$ cat src/rtl/rom_load_arbiter.sv
// Arbitrates the single ROM RAM port between HPS download writes and core reads,
// sequences download -> reset hold -> run, and counts discarded download bytes.
module rom_load_arbiter #(
    parameter int unsigned HOLD_CYCLES = 1024,
    parameter logic [15:0] ROM_TOP     = 16'hBFFF
) (
    input  logic        clk,
    input  logic        RESET,
    input  logic        dn_download,
    input  logic        dn_wr,
    input  logic [15:0] dn_addr,
    input  logic [7:0]  dn_data,
    input  logic        rd_req,
    input  logic [15:0] rd_addr,
    output logic [7:0]  rd_data,
    output logic        rd_ack,
    output logic [15:0] mem_addr,
    output logic [7:0]  mem_wdata,
    output logic        mem_we,
    input  logic [7:0]  mem_rdata,
    output logic        core_reset,
    output logic        loaded,
    output logic [7:0]  dropped
);

    localparam int unsigned CNT_W = (HOLD_CYCLES > 1) ? $clog2(HOLD_CYCLES) : 1;

    typedef enum logic [1:0] {BOOT, LOAD, HOLD, RUN} state_t;

    state_t             state, state_next;
    logic [CNT_W-1:0]   hold_cnt, hold_cnt_next;
    logic               pend_valid, pend_valid_next;
    logic [15:0]        pend_addr, pend_addr_next;
    logic [7:0]         pend_data, pend_data_next;
    logic               rd_busy, rd_busy_next;
    logic               rd_ack_next;
    logic [15:0]        mem_addr_next;
    logic [7:0]         mem_wdata_next;
    logic               mem_we_next;
    logic               core_reset_next;
    logic               loaded_next;
    logic [7:0]         dropped_next;

    logic               wr_issue;
    logic               rd_issue;
    logic               drop_inc;

    // The RAM returns data only in the ack cycle, so read data is forwarded
    // straight through, masked to zero outside that cycle.
    assign rd_data = rd_ack ? mem_rdata : 8'h00;

    // State and registered outputs
    always_ff @(posedge clk) begin
        if (RESET) begin
            state      <= BOOT;
            hold_cnt   <= '0;
            pend_valid <= 1'b0;
            pend_addr  <= '0;
            pend_data  <= '0;
            rd_busy    <= 1'b0;
            rd_ack     <= 1'b0;
            mem_addr   <= '0;
            mem_wdata  <= '0;
            mem_we     <= 1'b0;
            core_reset <= 1'b1;
            loaded     <= 1'b0;
            dropped    <= '0;
        end else begin
            state      <= state_next;
            hold_cnt   <= hold_cnt_next;
            pend_valid <= pend_valid_next;
            pend_addr  <= pend_addr_next;
            pend_data  <= pend_data_next;
            rd_busy    <= rd_busy_next;
            rd_ack     <= rd_ack_next;
            mem_addr   <= mem_addr_next;
            mem_wdata  <= mem_wdata_next;
            mem_we     <= mem_we_next;
            core_reset <= core_reset_next;
            loaded     <= loaded_next;
            dropped    <= dropped_next;
        end
    end

    // Port arbitration, download capture, sequencing FSM
    always_comb begin
        state_next      = state;
        hold_cnt_next   = hold_cnt;
        pend_valid_next = pend_valid;
        pend_addr_next  = pend_addr;
        pend_data_next  = pend_data;
        rd_busy_next    = 1'b0;
        rd_ack_next     = rd_busy;
        mem_addr_next   = mem_addr;
        mem_wdata_next  = mem_wdata;
        mem_we_next     = 1'b0;
        loaded_next     = loaded;
        dropped_next    = dropped;
        drop_inc        = 1'b0;

        // A read whose address is on the port now completes next cycle; the
        // write waits behind it rather than landing in the completion cycle.
        wr_issue = pend_valid && !rd_busy;
        rd_issue = rd_req && !pend_valid && !rd_busy;

        if (wr_issue) begin
            mem_addr_next   = pend_addr;
            mem_wdata_next  = pend_data;
            mem_we_next     = 1'b1;
            pend_valid_next = 1'b0;
        end else if (rd_issue) begin
            mem_addr_next = rd_addr;
            rd_busy_next  = 1'b1;
        end

        // A slot being drained this cycle is free for the incoming byte.
        if (dn_wr && dn_download) begin
            if ((dn_addr <= ROM_TOP) && (!pend_valid || wr_issue)) begin
                pend_valid_next = 1'b1;
                pend_addr_next  = dn_addr;
                pend_data_next  = dn_data;
            end else begin
                drop_inc = 1'b1;
            end
        end

        if (drop_inc && (dropped != 8'hFF)) begin
            dropped_next = dropped + 8'd1;
        end

        case (state)
            BOOT: begin
                if (dn_download) state_next = LOAD;
            end
            LOAD: begin
                if (!dn_download) begin
                    state_next    = HOLD;
                    hold_cnt_next = CNT_W'(HOLD_CYCLES - 1);
                end
            end
            HOLD: begin
                if (dn_download) begin
                    state_next = LOAD;
                end else if (!pend_valid) begin
                    if (hold_cnt == '0) state_next = RUN;
                    else                hold_cnt_next = hold_cnt - CNT_W'(1);
                end
            end
            RUN: begin
                if (dn_download) state_next = LOAD;
            end
            default: state_next = BOOT;
        endcase

        if ((state == HOLD) && (state_next == RUN)) loaded_next = 1'b1;
        if (state_next == LOAD)                     loaded_next = 1'b0;

        core_reset_next = (state_next != RUN);
    end

endmodule

$ cat config.mk
export PLATFORM = sky130hd
export DESIGN_NAME = rom_load_arbiter
export DESIGN_NICKNAME = d
export VERILOG_FILES = /design/src/rtl/rom_load_arbiter.sv
export SDC_FILE = /design/constraint.sdc
export NUM_CORES = 1
export LEC_CHECK = 0
export CAP_MARGIN = 25
export CORE_ASPECT_RATIO = 0.5
export CORE_MARGIN = 2
export CORE_UTILIZATION = 50
export CTS_CLUSTER_SIZE = 14
export DETAILED_ROUTE_END_ITERATION = 10
export PLACE_DENSITY = 0.92
export SYNTH_ARGS = -nofsm -noshare
export SYNTH_HDL_FRONTEND = slang
export SYNTH_SLANG_ARGS = --single-unit
export TNS_END_PERCENT = 5
$ cat constraint.sdc
create_clock -name clk -period 5.93 [get_ports clk]
set_clock_uncertainty 0.2 [all_clocks]
set_input_delay 1.779 -clock clk [delete_from_list [all_inputs] [get_ports clk]]
set_output_delay 1.779 -clock clk [all_outputs]
set_load 0.05 [all_outputs]
==> flow_summary.ini, run 1 <==
[grt]
grt_usage_pct = 23.82
antenna_found_initial = 0
grt_pass1_vias = 2793
grt-ovfl-total = 0
grt_max_degree = 77
grt_pass1_wl_um = 12950

[synth]
syn_area_um2 = 3179
syn_inst = 397
synthArstFlopShare_pct = 0
synth_seq_cells = 74
synth-warning-count = 0
ys_seq_area_share_pct = 46.60
syn_nets = 454
syn_avg_cell_area_um2 = 8.008
synth_edf_count = 0
synthFlopType = dfxtp_1
ys_types = 44

[placement]
post-dp-hpwl_um = 5101
routabilityCongestion = 0.8181
dp_cells = 558
numPortBuffers = 96

[pwr]
powerDensity_nw_per_um2 = 309.7
power.leakage_nw = 1.596
power.total_mw = 1.389
peakVddDrop_mv = 0.1258

[setup_path]
cp_max_fo = 1
startpoint_type = primary input
crit_required_ns = 3.95
r2r.worst_path.cells = 6
worstPathArrival_ns = 3.15
critPathKind = primary input to output port
r2r_start = state[0]
worst_setup_path_end_kind = output port
crit_end = rd_data[7]
crit_start = mem_rdata[7]
reg2reg_slack_ns = 3.58
timing.rr.end = core_reset

[finish]
n_fill_cell = 457
layout-drive-gt1-share_pct = 7.392
final_cell_count_no_fill = 575
synthToLayoutAreaGrowth_pct = 41.09
antenna_cells = 0
layout.nets = 539

[timing]
whs_ns = 0.2517
worstMarginPinSlew_ns = 0.9318
fin_crit_sh_pct = 86.45
drv_slew = 0
relSlewSlack_pct = 37.88
setup_viol = 0
max_freq_mhz = 195.1
hold_viol = 0
fin_crit_ns = 5.126
tns_ns = 0
rsz0062_at_grt = no

[clock_network]
postCtsResizedCells = 0
cts_buffers = 9
post_cts_buffers = 0
cts_buffer_depth = 2
cts_tree = built
ctsHoldBuffers = 0
clkTransAtPathRegs_ns = 0.06
cts_max_level = 3
clk_latency_ns = 0.33
cts_root_buf = clkbuf_16
cts.sinks = 74

[drt]
drt-vias-per-instance = 5.417
drt_iter0_drc = 192
ant_nets = 0
first_pass_iters = 5
finalWirelength_um = 8206
drc = 0
via_count = 3115
wl_per_cell_um = 14.27

[die]
fp-row-count = 20
start_util_pct = 52.07
io_pins = 97
die_w_um = 116.8
dieArea_um2 = 7051
coreArea_um2 = 6106
fp.dieH_um = 60.39

[hold_path]
hold_class = flop to flop
holdPathStages = 2

[flow_run]
drv_cap = 0

[run_status]
outcome = complete, no violations
-- synthesized netlist by cell type (all sizes together) (2+ instances only) --
master | instances | share of area [%]
nand3 | 7 | 1.1
or2 | 3 | 0.59
and2 | 8 | 1.6
or4 | 7 | 1.8
a221oi | 2 | 0.55
ha | 4 | 1.6
nand4 | 2 | 0.39
nor2 | 34 | 4.0
nor2b | 7 | 1.4
nor4 | 8 | 1.8
o31ai | 4 | 0.94
or3b | 4 | 1.1
a211oi | 4 | 0.94
clkbuf | 23 | 2.7
nand2 | 96 | 11
mux2 | 2 | 0.71
a21oi | 45 | 7.1
dfxtp | 74 | 47
xnor2 | 2 | 0.55
a31oi | 3 | 0.59
inv | 8 | 0.94
buf | 3 | 0.59
nor3 | 9 | 1.4
o41ai | 2 | 0.55
a311oi | 13 | 3.6
and4 | 2 | 0.63
or3 | 3 | 0.59
and3 | 2 | 0.39
o21ai | 5 | 0.79
-- layout by cell type (no fill, tap or decap), types with 8 or more instances in the layout --
cell             netlist  routed
clkbuf_16              0       9
a311oi_1              13      13
and2_1                 8       8
nor3_1                 9       9
clkdlybuf4s50_1        0      95
inv_1                  8       8
nor2_1                34      33
nand2_1               96      96
dfxtp_1               74      74
a21oi_1               45      45
-- where the power goes --
part	switching [mW]	internal (mW)	total (mW)
registers	0.0301	0.533	0.563
clock network	0.217	0.328	0.546
logic	0.162	0.118	0.280
total	0.409	0.980	1.39
-- registers in the layout, summed over array words and instances, names as in the netlist --
signal and cells:
core_reset 1, dropped 8, hold_cnt 10, loaded 1, mem_addr 16, mem_wdata 8
mem_we 1, pend_addr 16, pend_data 8, pend_valid 1, rd_ack 1, rd_ack_next 1
state 2
-- routing by layer --
layer	share of wire, %	GRT usage (%)
met5	0	0
met4	1.1	8.571
met3	3.9	6.094
met2	52	41.29
met1	43	29.56
-- critical path, cell delays in order --
cell	delay [ns]
clkdlybuf4s50_1	0.45
and2_1	0.11
clkdlybuf4s50_1	0.80
-- how the worst min path moves through the flow --
stage | start | to
finish | mem_wdata[1] | mem_wdata[1]
global route | pend_data[5] | mem_wdata[5]
CTS | mem_wdata[1] | mem_wdata[1]
detailed placement | pend_data[5] | mem_wdata[5]
global placement | pend_data[4] | mem_wdata[4]
floorplan | pend_data[0] | mem_wdata[0]
-- final cells by class --
type	instances	area, um2	area share (%)
clock inverters	7	76.32	1.702
well taps	88	110.1	2.455
inverters	8	30.03	0.6695
flip-flops and latches	74	1481	33.03
clock buffers	9	225.2	5.021
multi-input cells	289	1565	34.90
repair buffers	100	997.2	22.23
-- metrics by stage --
stage	utilization (%)	cell area [um2]	worst slack, ns
2_1_floorplan	-	3179	1.760
3_3_place_gp	68.09	4158	0.8125
3_5_place_dp	68.28	4169	0.8029
4_1_cts	73.22	4471	0.8012
5_1_grt	73.46	4486	0.7643
6_report	73.46	4486	0.8037
-- cell families (layout without fill, tap and decap cells) --
kind of cell / after synthesis / after routing / share of synthesized area, %
and+or+nand+nor: 196 / 196 / 29.04
AOI/OAI and AO/OA: 85 / 85 / 17.28
DFF: 74 / 74 / 46.60
buffers and inverters: 34 / 124 / 4.250
adders and majority gates: 4 / 4 / 1.574
xor gates and xnor gates: 2 / 2 / 0.5511
muxes: 2 / 2 / 0.7083
No activity file was read; power rests on OpenSTA's default activity.
==> run 2, diff against run 1 <==
==> constraint.sdc (replaced) <==
create_clock -name clk -period 5.93 [get_ports clk]
set_clock_uncertainty 0.2 [all_clocks]
set_input_delay 0.8895 -clock clk [delete_from_list [all_inputs] [get_ports clk]]
set_output_delay 0.8895 -clock clk [all_outputs]
set_load 0.05 [all_outputs]
==> run 2 against run 1 <==
Fmax is 52% higher; die area stayed put; clock power is 6.8% lower; core utilization is 0.082 points lower; power is 2.3% lower.
==> flow_summary.ini, run 2 (synthesis results as in run 1) <==
[run_status]
outcome = complete, no violations

[pwr]
peakVddDrop_mv = 0.1880
clkPwrFrac_pct = 37.5
powerDensity_nw_per_um2 = 302.8
p_switching_uw = 400.8
p_int_uw = 956.0
power.leakage_nw = 1.590
sw_frac_of_total_pct = 29.54
combPwrFrac_pct = 21.0
p_seq_share_pct = 41.5

[setup_path]
startpoint_type = primary input
worst_setup_path_end_kind = output port
r2r.worst_path.cells = 6
reg2reg_slack_ns = 3.60
r2r_start = state[0]
crit_required_ns = 4.84
crit_end = rd_data[3]
crit_start = mem_rdata[3]
cp_max_fo = 1
timing.rr.end = hold_cnt[9]
critPathKind = primary input to output port
worstPathArrival_ns = 2.27

[finish]
antenna_cells = 0
layout.nets = 539
final_cell_count_no_fill = 574
layout_common_cells = nand2_1, clkdlybuf4s50_1, dfxtp_1
seq_area_um2 = 1481
synthToLayoutAreaGrowth_pct = 40.93
n_fill_cell = 431
largestRegisters = mem_addr x16, pend_addr x16, hold_cnt x10
layout-drive-gt1-share_pct = 7.202
multi_input_area_um2 = 1565
layout_commonest_cell = nand2_1

[timing]
fin_crit_sh_pct = 56.74
rsz0062_at_grt = no
fin_crit_ns = 3.364
worstMarginPinSlew_ns = 0.9135
max_freq_mhz = 297.2
drv_slew = 0
hold_viol = 0
tns_ns = 0
setup_slack_ns = 2.566
setup_viol = 0
relSlewSlack_pct = 39.10

[placement]
routabilityCongestion = 0.7906
numPortBuffers = 96
post-dp-hpwl_um = 5141
dp_cells = 557
dp_slack_ns = 2.558

[clock_network]
post_cts_buffers = 0
cts_buffers = 9
clk_latency_ns = 0.33
ctsHoldBuffers = 0
postCtsResizedCells = 0
cts_buffer_depth = 2
cts_tree = built
cts_max_level = 3
cts_root_buf = clkbuf_16
clkTransAtPathRegs_ns = 0.06
cts.sinks = 74

[die]
coreArea_um2 = 6106
fp.dieH_um = 60.39
io_pins = 97
dieArea_um2 = 7051
fp-row-count = 20
die_w_um = 116.8
start_util_pct = 52.07

[drt]
finalWirelength_um = 8458
wl_per_cell_um = 14.74
drt_iter0_drc = 205
first_pass_iters = 4
drt-vias-per-instance = 5.418
ant_nets = 0
drc = 0
via_count = 3110

[flow_run]
drv_cap = 0

[hold_path]
holdPathStages = 2
hold_class = flop to flop

[grt]
antenna_found_initial = 0
grt_pass1_vias = 2766
grt_max_degree = 77
grt_usage_pct = 24.00
grt-ovfl-total = 0
grt_pass1_wl_um = 12930
## run 2: changes by cell type in the layout (fill, tap and decap cells not counted)
cell,delta
buf_6,-1
clkinv_4,-1
clkinvlp_4,+1
bufinv_16,-1
buf_16,+1
clkbuf_8,+2
inv_6,-2
## run 2: layout make-up
cell class / instances / share of cell area (%)
clock inverters: 4 / 0.6144
repair buffers: 100 / 22.62
clock buffers: 11 / 5.641
inverters: 8 / 0.6702
flip-flops and latches: 74 / 33.06
multi-input cells: 289 / 34.93
well taps: 88 / 2.457
## run 2: critical path, stage by stage
cell and delay (ns):
clkdlybuf4s50_1 0.44, and2_1 0.13, clkdlybuf4s50_1 0.81
## run 2: metrics by stage
stage                     area [um2]  hold slack [ns]  total power, mW  util [%]
after floorplan                 3179           0.2322           0.7636         -
after global placement          4158           0.2375           0.8389     68.09
after detailed placement        4158           0.2465           0.8472     68.09
after CTS                       4438           0.2543            1.354     72.68
after global routing            4481           0.2715            1.414     73.38
final                           4481           0.2535            1.357     73.38
## run 2: metal layers
layer,vias up,track usage [%],share of wire [%]
li1,1552,-,-
met1,1460,29.36,43
met2,82,41.21,51
met3,16,7.493,4.5
met4,0,8.403,1.6
met5,-,0,0
## run 2: worst min-delay path by stage
stage	end	startpoint	slack, ns
floorplan	mem_wdata[0]	pend_data[0]	0.23
global placement	mem_wdata[7]	pend_data[7]	0.24
detailed placement	pend_data[5]	pend_data[5]	0.25
CTS	pend_data[5]	pend_data[5]	0.25
global route	mem_wdata[0]	pend_data[0]	0.27
finish	mem_wdata[5]	mem_wdata[5]	0.25
## run 2: power by group through the flow
stage / clock network, mW / registers, mW / logic, mW
3_5_place_dp: 0 / 0.573 / 0.275
2_1_floorplan: 0 / 0.608 / 0.156
6_report: 0.509 / 0.563 / 0.285
3_3_place_gp: 0 / 0.571 / 0.268
4_1_cts: 0.514 / 0.562 / 0.277
5_1_grt: 0.537 / 0.568 / 0.309
==> run 3, diff against run 2 <==
--- a/config.mk
+++ b/config.mk
@@ -8,10 +8,10 @@
 export CAP_MARGIN = 25
 export CORE_ASPECT_RATIO = 0.5
 export CORE_MARGIN = 2
-export CORE_UTILIZATION = 50
+export CORE_UTILIZATION = 47
 export CTS_CLUSTER_SIZE = 14
 export DETAILED_ROUTE_END_ITERATION = 10
-export PLACE_DENSITY = 0.92
+export PLACE_DENSITY = 0.87
 export SYNTH_ARGS = -nofsm -noshare
 export SYNTH_HDL_FRONTEND = slang
 export SYNTH_SLANG_ARGS = --single-unit
==> constraint.sdc (replaced) <==
create_clock -name clk -period 3.3 [get_ports clk]
set_clock_uncertainty 0.2 [all_clocks]
set_input_delay 0.495 -clock clk [delete_from_list [all_inputs] [get_ports clk]]
set_output_delay 0.495 -clock clk [all_outputs]
set_load 0.05 [all_outputs]
==> run 3 against run 2 <==
Combinational power increased by 74%; power increased by 95%; final area increased by 1.3%; core utilization decreased by 4.9 points; critical path depth unchanged; clock-buffer cell count unchanged; via count decreased by 0.39%; sequential cell count unchanged; worst hold slack got worse by 0.0052 ns; critical path type unchanged.
==> flow_summary.ini, run 3 (synthesis results as in run 1) <==
[clock_network]
cts.sinks = 74
clk_latency_ns = 0.33
postCtsResizedCells = 0
cts_tree = built
cts_buffers = 9
cts_max_level = 3
clkTransAtPathRegs_ns = 0.05
post_cts_buffers = 0
cts_root_buf = clkbuf_16
ctsHoldBuffers = 0
cts_buffer_depth = 2

[timing]
fin_crit_sh_pct = 77.78
tns_ns = 0
setup_viol = 0
worstMarginPinSlew_ns = 0.8748
hold_viol = 0
fin_crit_ns = 2.567
rsz0062_at_grt = no
relSlewSlack_pct = 41.68
drv_slew = 0
max_freq_mhz = 389.6

[drt]
wl_per_cell_um = 13.67
finalWirelength_um = 7915
via_count = 3098
ant_nets = 0
first_pass_iters = 4
drc = 0
drt_iter0_drc = 162
drt-vias-per-instance = 5.351

[die]
dieArea_um2 = 7478
die_w_um = 120.3
fp-row-count = 21
fp.dieH_um = 62.16
io_pins = 97
coreArea_um2 = 6621
start_util_pct = 48.02

[hold_path]
hold_class = flop to flop

[grt]
grt_pass1_vias = 2920
grt_usage_pct = 21.98
grt_pass1_wl_um = 13130
grt_max_degree = 46
antenna_found_initial = 0
grt-ovfl-total = 0

[pwr]
p_seq_share_pct = 38.3
p_int_mw = 1.946
sw_frac_of_total_pct = 26.60
power.leakage_nw = 1.627
power.total_mw = 2.651
p_switching_uw = 705.3
clkPwrFrac_pct = 43.0
combPwrFrac_pct = 18.7
powerDensity_nw_per_um2 = 584.3
peakVddDrop_mv = 0.3581

[setup_path]
crit_required_ns = 2.60
critPathKind = primary input to output port
worstPathArrival_ns = 1.87
cp_max_fo = 1
startpoint_type = primary input
worst_setup_path_end_kind = output port

[finish]
design_area_um2 = 4537
synthToLayoutAreaGrowth_pct = 42.70
largestRegisters = mem_addr x16, pend_addr x16, hold_cnt x10
layout-drive-gt1-share_pct = 7.392
layout_common_cells = nand2_1, clkdlybuf4s50_1, dfxtp_1
final_cell_count_no_fill = 579
layout.nets = 540
layout_commonest_cell = nand2_1
fin_util_pct = 68.52
antenna_cells = 0

[flow_run]
drv_cap = 0

[placement]
post-dp-hpwl_um = 5334
routabilityCongestion = 0.8314
numPortBuffers = 96
place_area_um2 = 4185
dp_cells = 564

[run_status]
outcome = complete, no violations
-- run 3: cell types whose count changed in the layout (fill, tap and decap cells not counted) --
cell	previous run	this run
buf_16	1	0
clkinv_2	1	0
buf_8	1	0
buf_4	2	5
clkinv_4	0	1
bufinv_16	0	3
clkinvlp_4	3	0
-- run 3: power groups by stage --
stage	Clock (mW)	Combinational [mW]	Sequential, mW
floorplan	0	0.280	1.09
global placement	0	0.486	1.03
detailed placement	0	0.494	1.03
CTS	1.16	0.497	1.01
global route	1.20	0.542	1.02
finish	1.14	0.497	1.01
-- run 3: final cells by class --
cell class	count	area, um2
fillers	546	2085
multi-input cells	289	1565
flip-flops and latches	74	1481
repair buffers	101	993.5
clock buffers	11	252.7
well taps	92	115.1
clock inverters	4	98.84
inverters	8	30.03
-- run 3: worst paths after layout --
check | start | end | slack (ns) | depth (start not counted)
max | mem_rdata[0] | rd_data[0] | 0.73 | 3
min | pend_data[7] | mem_wdata[7] | 0.25 | 2
max reg2reg | hold_cnt[0] | core_reset | 0.98 | 6
min reg2reg | pend_data[7] | mem_wdata[7] | 0.25 | 2
-- run 3: critical path: stages --
cell and delay, ns:
clkdlybuf4s50_1 0.46, and2_1 0.12, clkdlybuf4s50_1 0.80
-- run 3: stage by stage --
stage | hold slack (ns) | setup WS, ns
after floorplan | 0.2322 | 1.141
after global placement | 0.2372 | 0.7511
after detailed placement | 0.2442 | 0.6678
after CTS | 0.2525 | 0.7331
after global routing | 0.2702 | 0.6912
final | 0.2483 | 0.7333
-- run 3: routing by layer --
layer / GRT usage (%) / vias to the layer above / wire length (um) / share of wire, %
met4: 7.849 / 0 / 183 / 2.3
met2: 37.50 / 86 / 3930 / 50
met5: 0 / - / 0 / 0
met3: 7.537 / 24 / 381 / 4.8
li1: - / 1553 / - / -
met1: 25.84 / 1435 / 3419 / 43
